<file path="src/rtl/fifo_uart_pkg.sv">
// Shared types and constants for the FIFO-fed UART transmitter.
package fifo_uart_pkg;

  localparam int DATA_W           = 8;
  localparam int CLKS_PER_BIT_DEF = 868;  // 100 MHz / 115200 baud

  typedef enum logic [2:0] {
    IDLE,
    FETCH,
    LOAD,
    START,
    DATA,
    STOP
  } state_t;

endpackage

</file>
<file path="src/rtl/uart_baud_cnt.sv">
// Bit-period timer: counts 0..CLKS_PER_BIT-1 and flags the last cycle of each bit.
module uart_baud_cnt #(
  parameter int CLKS_PER_BIT = 868
) (
  input  logic clk,
  input  logic reset,
  input  logic clr,
  output logic tick
);

  localparam int CNT_W = (CLKS_PER_BIT > 1) ? $clog2(CLKS_PER_BIT) : 1;
  localparam logic [CNT_W-1:0] LAST = CNT_W'(CLKS_PER_BIT - 1);

  logic [CNT_W-1:0] cnt;

  // Free-running within a bit; wraps on its own terminal count so bits chain seamlessly.
  always_ff @(posedge clk) begin
    if (reset || clr) begin
      cnt <= '0;
    end else if (tick) begin
      cnt <= '0;
    end else begin
      cnt <= cnt + 1'b1;
    end
  end

  assign tick = (cnt == LAST);

endmodule

</file>
<file path="src/rtl/fifo_uart_tx.sv">
// 8N1 UART transmitter that pulls bytes from an upstream synchronous FIFO.
//
//   state | meaning
//   IDLE  | line high, waiting for en and a non-empty FIFO
//   FETCH | one-cycle read strobe to the FIFO
//   LOAD  | FIFO data now valid; capture it and restart the bit timer
//   START | start bit (tx=0)
//   DATA  | eight data bits, LSB first
//   STOP  | stop bit (tx=1); byte_done on its last cycle
module fifo_uart_tx
  import fifo_uart_pkg::*;
#(
  parameter int CLKS_PER_BIT = CLKS_PER_BIT_DEF
) (
  input  logic              clk,
  input  logic              reset,
  input  logic              en,
  input  logic              fifo_empty,
  input  logic [DATA_W-1:0] fifo_dout,
  output logic              fifo_rd_en,
  output logic              tx,
  output logic              busy,
  output logic              byte_done
);

  state_t              state_q, state_d;
  logic [DATA_W-1:0]   sreg_q, sreg_d;
  logic [2:0]          bit_idx_q, bit_idx_d;
  logic                tx_q, tx_d;
  logic                baud_clr;
  logic                baud_tick;

  uart_baud_cnt #(
    .CLKS_PER_BIT(CLKS_PER_BIT)
  ) u_baud (
    .clk  (clk),
    .reset(reset),
    .clr  (baud_clr),
    .tick (baud_tick)
  );

  // State, shift register, bit index and the registered serial output.
  always_ff @(posedge clk) begin
    if (reset) begin
      state_q   <= IDLE;
      sreg_q    <= '0;
      bit_idx_q <= '0;
      tx_q      <= 1'b1;
    end else begin
      state_q   <= state_d;
      sreg_q    <= sreg_d;
      bit_idx_q <= bit_idx_d;
      tx_q      <= tx_d;
    end
  end

  // Next-state logic; tx_d is set on the transition so tx changes on the entry edge.
  always_comb begin
    state_d    = state_q;
    sreg_d     = sreg_q;
    bit_idx_d  = bit_idx_q;
    tx_d       = tx_q;
    fifo_rd_en = 1'b0;
    byte_done  = 1'b0;
    baud_clr   = 1'b1;
    case (state_q)
      IDLE: begin
        tx_d = 1'b1;
        if (en && !fifo_empty) state_d = FETCH;
      end
      FETCH: begin
        fifo_rd_en = 1'b1;
        state_d    = LOAD;
      end
      LOAD: begin
        sreg_d    = fifo_dout;
        bit_idx_d = '0;
        tx_d      = 1'b0;
        state_d   = START;
      end
      START: begin
        baud_clr = 1'b0;
        if (baud_tick) begin
          state_d   = DATA;
          bit_idx_d = '0;
          tx_d      = sreg_q[0];
        end
      end
      DATA: begin
        baud_clr = 1'b0;
        if (baud_tick) begin
          if (bit_idx_q == 3'd7) begin
            state_d = STOP;
            tx_d    = 1'b1;
          end else begin
            bit_idx_d = bit_idx_q + 3'd1;
            sreg_d    = {1'b0, sreg_q[DATA_W-1:1]};
            tx_d      = sreg_q[1];
          end
        end
      end
      STOP: begin
        baud_clr = 1'b0;
        tx_d     = 1'b1;
        if (baud_tick) begin
          byte_done = 1'b1;
          state_d   = (en && !fifo_empty) ? FETCH : IDLE;
        end
      end
      default: begin
        state_d = IDLE;
        tx_d    = 1'b1;
      end
    endcase
  end

  assign tx   = tx_q;
  assign busy = (state_q != IDLE);

endmodule

</file>
<file path="config.mk">
export PLATFORM = sky130hd
export DESIGN_NAME = fifo_uart_tx
export DESIGN_NICKNAME = d
export VERILOG_FILES = /design/src/rtl/fifo_uart_pkg.sv /design/src/rtl/uart_baud_cnt.sv /design/src/rtl/fifo_uart_tx.sv
export SDC_FILE = /design/constraint.sdc
export NUM_CORES = 1
export LEC_CHECK = 0
export ABC_CLOCK_PERIOD_IN_PS = 2000
export BUFFER_PORTS_ARGS = -buffer_cell sky130_fd_sc_hd__buf_2
export CORE_UTILIZATION = 43
export CTS_CLUSTER_DIAMETER = 100
export DETAILED_ROUTE_END_ITERATION = 12
export SLEW_MARGIN = 10
export SYNTH_ARGS = -nofsm -noshare
export SYNTH_HDL_FRONTEND = slang
export SYNTH_HIERARCHICAL = 1
export SYNTH_SLANG_ARGS = --single-unit
</file>
<file path="constraint.sdc">
create_clock -name clk -period 2 [get_ports clk]
set_clock_uncertainty 0.15 [all_clocks]
set_input_delay 0 -clock clk [delete_from_list [all_inputs] [get_ports clk]]
set_output_delay 0 -clock clk [all_outputs]
set_load 0.05 [all_outputs]
</file>
# == Yosys cells after proc, flatten, opt, wreduce, memory -nomap -nowiden ==
# Index checks and enable logic that the tools add are counted.
# classes
div_mod_pow,0
reduce_logical,13
n_bitwise,1
addsub,2
n_eq_ne,13
shift,0
n_lt_le_gt_ge,0
mul,0
n_mux,22
# op_table
operator,count
$mux 3,8
$pmux 3 s6,1
$mux 8,2
$pmux 8 s2,1
$ne 2x2->1 const B,6
$add 10x1->10 const B,1
$eq 10x10->1 const B,1
$eq 3x3->1 const B,3
$pmux 3 s3,1
$mux 1,8
$eq 3x2->1 const B,2
$reduce_and 3->1,2
$reduce_bool 3->1,2
$reduce_and 5->1,1
$pmux 1 s4,1
$reduce_and 4->1,1
$add 3x1->3 const B,1
$eq 3x1->1 const B,1
$logic_not 3->1,1
$reduce_or 3->1,1
$reduce_bool 2->1,1
$reduce_or 2->1,1
$logic_and 1x1->1,1
$logic_not 1->1,1
2 further kinds,2
# totals
mem_count,0
out_inout_bits,4
romBits,0
elab_cells,56
inputBits,12
mem_bits_rw,0
regBits,25
latch_bits,0

# == Depth between registers and ports, before layout ==
# depth
depth_word,5
mapped_depth,9
depth_no_buf,8

# == Hierarchy ==
# The synthesis kept the hierarchy.
# modules_own_cells
mod,seq_area_each_um2,cells_each,instances,area_each_um2
fifo_uart_tx,300.3,94,1,842.1
uart_baud_cnt,200.2,53,1,454.2

# == Worst setup path before layout ==
# Ideal clock, no wire load.
# synth_timing
path_kind,register -> register
startpoint,register u_baud.cnt[4]
endpoint,register tx_q (netlist: tx)
stages_incl_launch_ff,8
period_less_slack_ns,2.071
n_path_buf,1
setup_time_ns,0.064
slack_ns,-0.071
t_arrival_ns,1.857
required_time_ns,1.786
cell_sequence,dfxtp_1 > nor4b_1 > nand2_1 > nor2_1 > buf_2 > nor2b_1 > or4_1 > nand3b_1
# synth_between
elab_chain_cells,3
elab_cells_between_ends,4
cone_classes,3 x eq/ne; 1 x reduce/logical
# synth_rtl
element,line_no,source
start: declaration,uart_baud_cnt.sv:14,logic [CNT_W-1:0] cnt;
start signal: assignment,uart_baud_cnt.sv:23,cnt <= cnt + 1'b1;
$eq 10x10->1 *,uart_baud_cnt.sv:27,assign tick = (cnt == LAST);
net baud_tick,fifo_uart_tx.sv:31,logic baud_tick;
$ne 2x2->1 (no source line),-,
$reduce_and 3->1 (no source line) *,-,
end signal: assignment,fifo_uart_tx.sv:53,tx_q <= tx_d;
end: declaration,fifo_uart_tx.sv:29,"logic tx_q, tx_d;"
# The timed path passes the listed nets; every way through them passes the cells marked *.
# A chain may end at the register's enable or synchronous reset.

# == Final worst setup path ==
# layout_timing
startpoint,register u_baud.cnt[1]
endpoint,register tx_q (netlist: tx)
# Same word-level chain as after synthesis.

==> run_results.csv <==
group,metric,value,unit
min_path,hp-class,"reg -> reg",
layout,synthToLayoutAreaGrowth,29.6,%
detailed_routing,drtPass1Iterations,8,
sta,setup_viol,0,
synth,avgSynthCellArea,8.82,um2
power_and_ir_drop,combPwrFrac,0.204,
power_and_ir_drop,power_density,575,nW/um2
power_and_ir_drop,p_sw,0.277,mW
synth,synth_edf_count,0,
floorplan,start_util,0.462,
clocking,clk_path_buf_depth,2,
floorplan,pin_count,16,
layout,utilization,0.599,
worst_setup_path,reg2reg_depth,8,
clocking,clock_latency,0.31,ns
sta,drv_slew,0,
min_path,whs_path_depth,2,
floorplan,fp.coreArea,2810,um2
power_and_ir_drop,peakVddDrop,0.000321,V
global_routing,grt_pass1_wl,4540,um
clocking,cts_tree,"yes",
placed_design,dpl_cell_area,1490,um2
flow_run,drv_cap,0,
sta,tightestPinTransition,0.330,ns
worst_setup_path,cp.arrival,2.04,ns
clocking,clkSinkCount,25,
layout,fin_cells,218,
clocking,cts.clk_slew.worst_paths,0.14,ns
detailed_routing,wl_per_cell,12.1,um
clocking,cts-root-buf,"clkbuf_4",
global_routing,track_usage,0.173,
power_and_ir_drop,switching_share,0.286,
sta,timing.final.crit_period,1.93,ns
global_routing,grt_use_met3,0.0207,
synth,ys_types,40,
detailed_routing,wirelength,2640,um
worst_setup_path,cp-start-kind,"register",
sta,fin_crit_sh,0.963,
layout,antenna_cells,0,
detailed_routing,via_count,1135,
synth,syn_area,1300,um2
layout,layout.nets,203,
floorplan,rows,19,
global_routing,grt_max_degree,17,
min_path,min_to,"bit_idx_q[1]",
run_status,violations,"DRC",
detailed_routing,drc,2,
worst_setup_path,r2r_start,"u_baud/cnt[1]",
worst_setup_path,path_cells,"ha_2, nor2b_4, nand2_2, nor2_4, buf_6, nor2b_1, or4_1, nand3b_1",
global_routing,grt.busiest_layer,"met2",
layout,stdcell_area,1680,um2
sta,max_freq,519,MHz
sta,slew_headroom,0.779,
placed_design,place_congestion,0.830,
power_and_ir_drop,design_power_total,0.967,mW
global_routing,antenna_found_initial,0,
run_status,run_status,"finished, violations left",
floorplan,die_width,56.9,um
placed_design,place_inst,201,
synth,syn-num-nets,162,
detailed_routing,drt_iter0_drc,34,
floorplan,die_h,56.9,um
power_and_ir_drop,leakage,0.616,nW
synth,synthCells,147,
worst_setup_path,crit_fanout,8,
clocking,cts_buffers,3,
sta,tns,0,ns
detailed_routing,via_per_inst,5.21,
placed_design,io_buffers,15,
power_and_ir_drop,pwr-share-clk,0.231,
global_routing,grtUsageMet2,0.284,
clocking,htree_levels,1,
synth,synth_ff_type,"dfxtp_1",
worst_setup_path,crit_path_end_kind,"register",
detailed_routing,drtAntennaViolNets,0,
worst_setup_path,crit_slowest_cell,"or4_1",
sta,hold_viol,0,
global_routing,overflow,0,
synth,ys_ff_latch,25,
worst_setup_path,path_class,"reg -> reg",
synth,yosysSeqAreaShare,0.386,
placed_design,dp_hpwl,1850,um
layout,nFillCells,261,
global_routing,grt_util_met1,0.239,
worst_setup_path,r2r_setup_slack,0.07,ns
power_and_ir_drop,seq_power_share,0.566,
power_and_ir_drop,p_int,0.690,mW
synth,ys_async_sr_fraction,0,
floorplan,die_area,3240,um2
layout,drive_gt1_frac,0.278,
min_path,hold_path_startpoint,"bit_idx_q[1]",
worst_setup_path,r2r-end,"tx",
synth,ys_warn_count,6,
worst_setup_path,slowest_delay,0.52,ns
global_routing,grt_pass1_vias,1095,
worst_setup_path,crit_required,2.11,ns
-- sequential cells by signal, summed over array words and instances (netlist names) --
name and cells:
bit_idx_q 3, sreg_q 8, state_q 3, tx 1, u_baud/cnt 10
-- synth_stat cells (3+ instances only) --
master,number,area share
xor2_1,3,0.020
nand3_1,10,0.039
nor2b_1,3,0.014
a211oi_1,5,0.029
inv_1,4,0.012
nor2_1,20,0.058
dfxtp_1,25,0.39
a211oi_2,3,0.029
nand2_1,7,0.020
nand2b_1,5,0.024
ha_1,3,0.029
nand3b_1,4,0.023
o21ai_0,3,0.012
a21oi_1,12,0.046
mux2i_1,8,0.062
-- routing by layer --
layer  routed length [um]  share of wire
met4                   17         0.0064
met5                    0              0
met1                 1360           0.52
met3                   46          0.017
met2                 1220           0.46
-- what timing repair did --
action	CTS	global route
resized for setup	0	11
setup endpoints to repair	0	11
setup buffers	0	2
hold buffers	11	0
endpoints found under the hold margin	15	0
-- worst max path at each step --
stage	start	to	slack (ns)	depth (start not counted)
2_1_floorplan	u_baud/cnt[0]	tx	0.03	8
3_3_place_gp	u_baud/cnt[1]	tx	0.09	8
3_5_place_dp	u_baud/cnt[1]	tx	0.05	8
4_1_cts	u_baud/cnt[1]	byte_done	0.01	8
5_1_grt	u_baud/cnt[1]	tx	-0.03	8
6_report	u_baud/cnt[1]	tx	0.07	8
-- kinds of logic (layout without fill, tap and decap cells) --
| kind of cell | Yosys count | count (layout) | share of synthesized area |
|---|---|---|---|
| muxes | 8 | 8 | 0.0618 |
| buffers and inverters | 11 | 51 | 0.0511 |
| DFF | 25 | 25 | 0.386 |
| xor gates and xnor gates | 5 | 5 | 0.0338 |
| and+or+nand+nor | 65 | 65 | 0.282 |
| AOI/OAI and AO/OA | 30 | 30 | 0.156 |
| adders and majority gates | 3 | 3 | 0.0290 |
-- cell usage in the layout (no fill, tap or decap), types with 2 or more instances in the layout --
cell,Yosys,layout
ha_1,3,2
or3_1,2,2
xnor2_1,2,2
o21ai_0,3,3
nand2b_1,5,5
nor4_1,2,2
nand2_1,7,6
buf_2,2,14
nand3_1,10,10
nor2_1,20,19
dlygate4sd3_1,0,11
inv_1,4,4
a211oi_2,3,3
dfxtp_1,25,22
buf_4,2,15
clkbuf_4,0,4
nor2b_1,3,2
xor2_1,3,3
nand3b_1,4,4
a211oi_1,5,5
a21oi_1,12,12
dfxtp_2,0,3
a31oi_1,2,2
mux2i_1,8,8
-- area by class of cell --
cell class                      count  area (um2)  share of cell area
Clock buffer                        4        26.3              0.0156
Multi-Input combinational cell    111         764               0.455
Timing Repair Buffer               43         332               0.197
Inverter                            4        15.0             0.00894
Sequential cell                    25         504               0.300
Tap cell                           31        38.8              0.0231
-- stage by stage --
| stage | worst slack, ns | hold WS, ns |
|---|---|---|
| 2_1_floorplan | 0.0270 | -0.0772 |
| 3_3_place_gp | 0.0924 | 0.133 |
| 3_5_place_dp | 0.0546 | 0.138 |
| 4_1_cts | 0.0112 | 0.336 |
| 5_1_grt | -0.0333 | 0.374 |
| 6_report | 0.0733 | 0.335 |
-- power by group through the flow --
stage,clock [mW],sequential (mW),combinational [mW]
after floorplan,0,0.558,0.124
after global placement,0,0.557,0.177
after detailed placement,0,0.558,0.181
after CTS,0.232,0.547,0.197
after global routing,0.243,0.551,0.217
final,0.223,0.547,0.197
-- critical path: cells and delay by family, from the launching register on --
kind | cells | cell delay (ns)
and+or+nand+nor | 6 | 1.05
DFF | 1 | 0.36
adders and majority gates | 1 | 0.18
buffers and inverters | 1 | 0.13
Note: power is estimated with default switching activity, not from simulation.
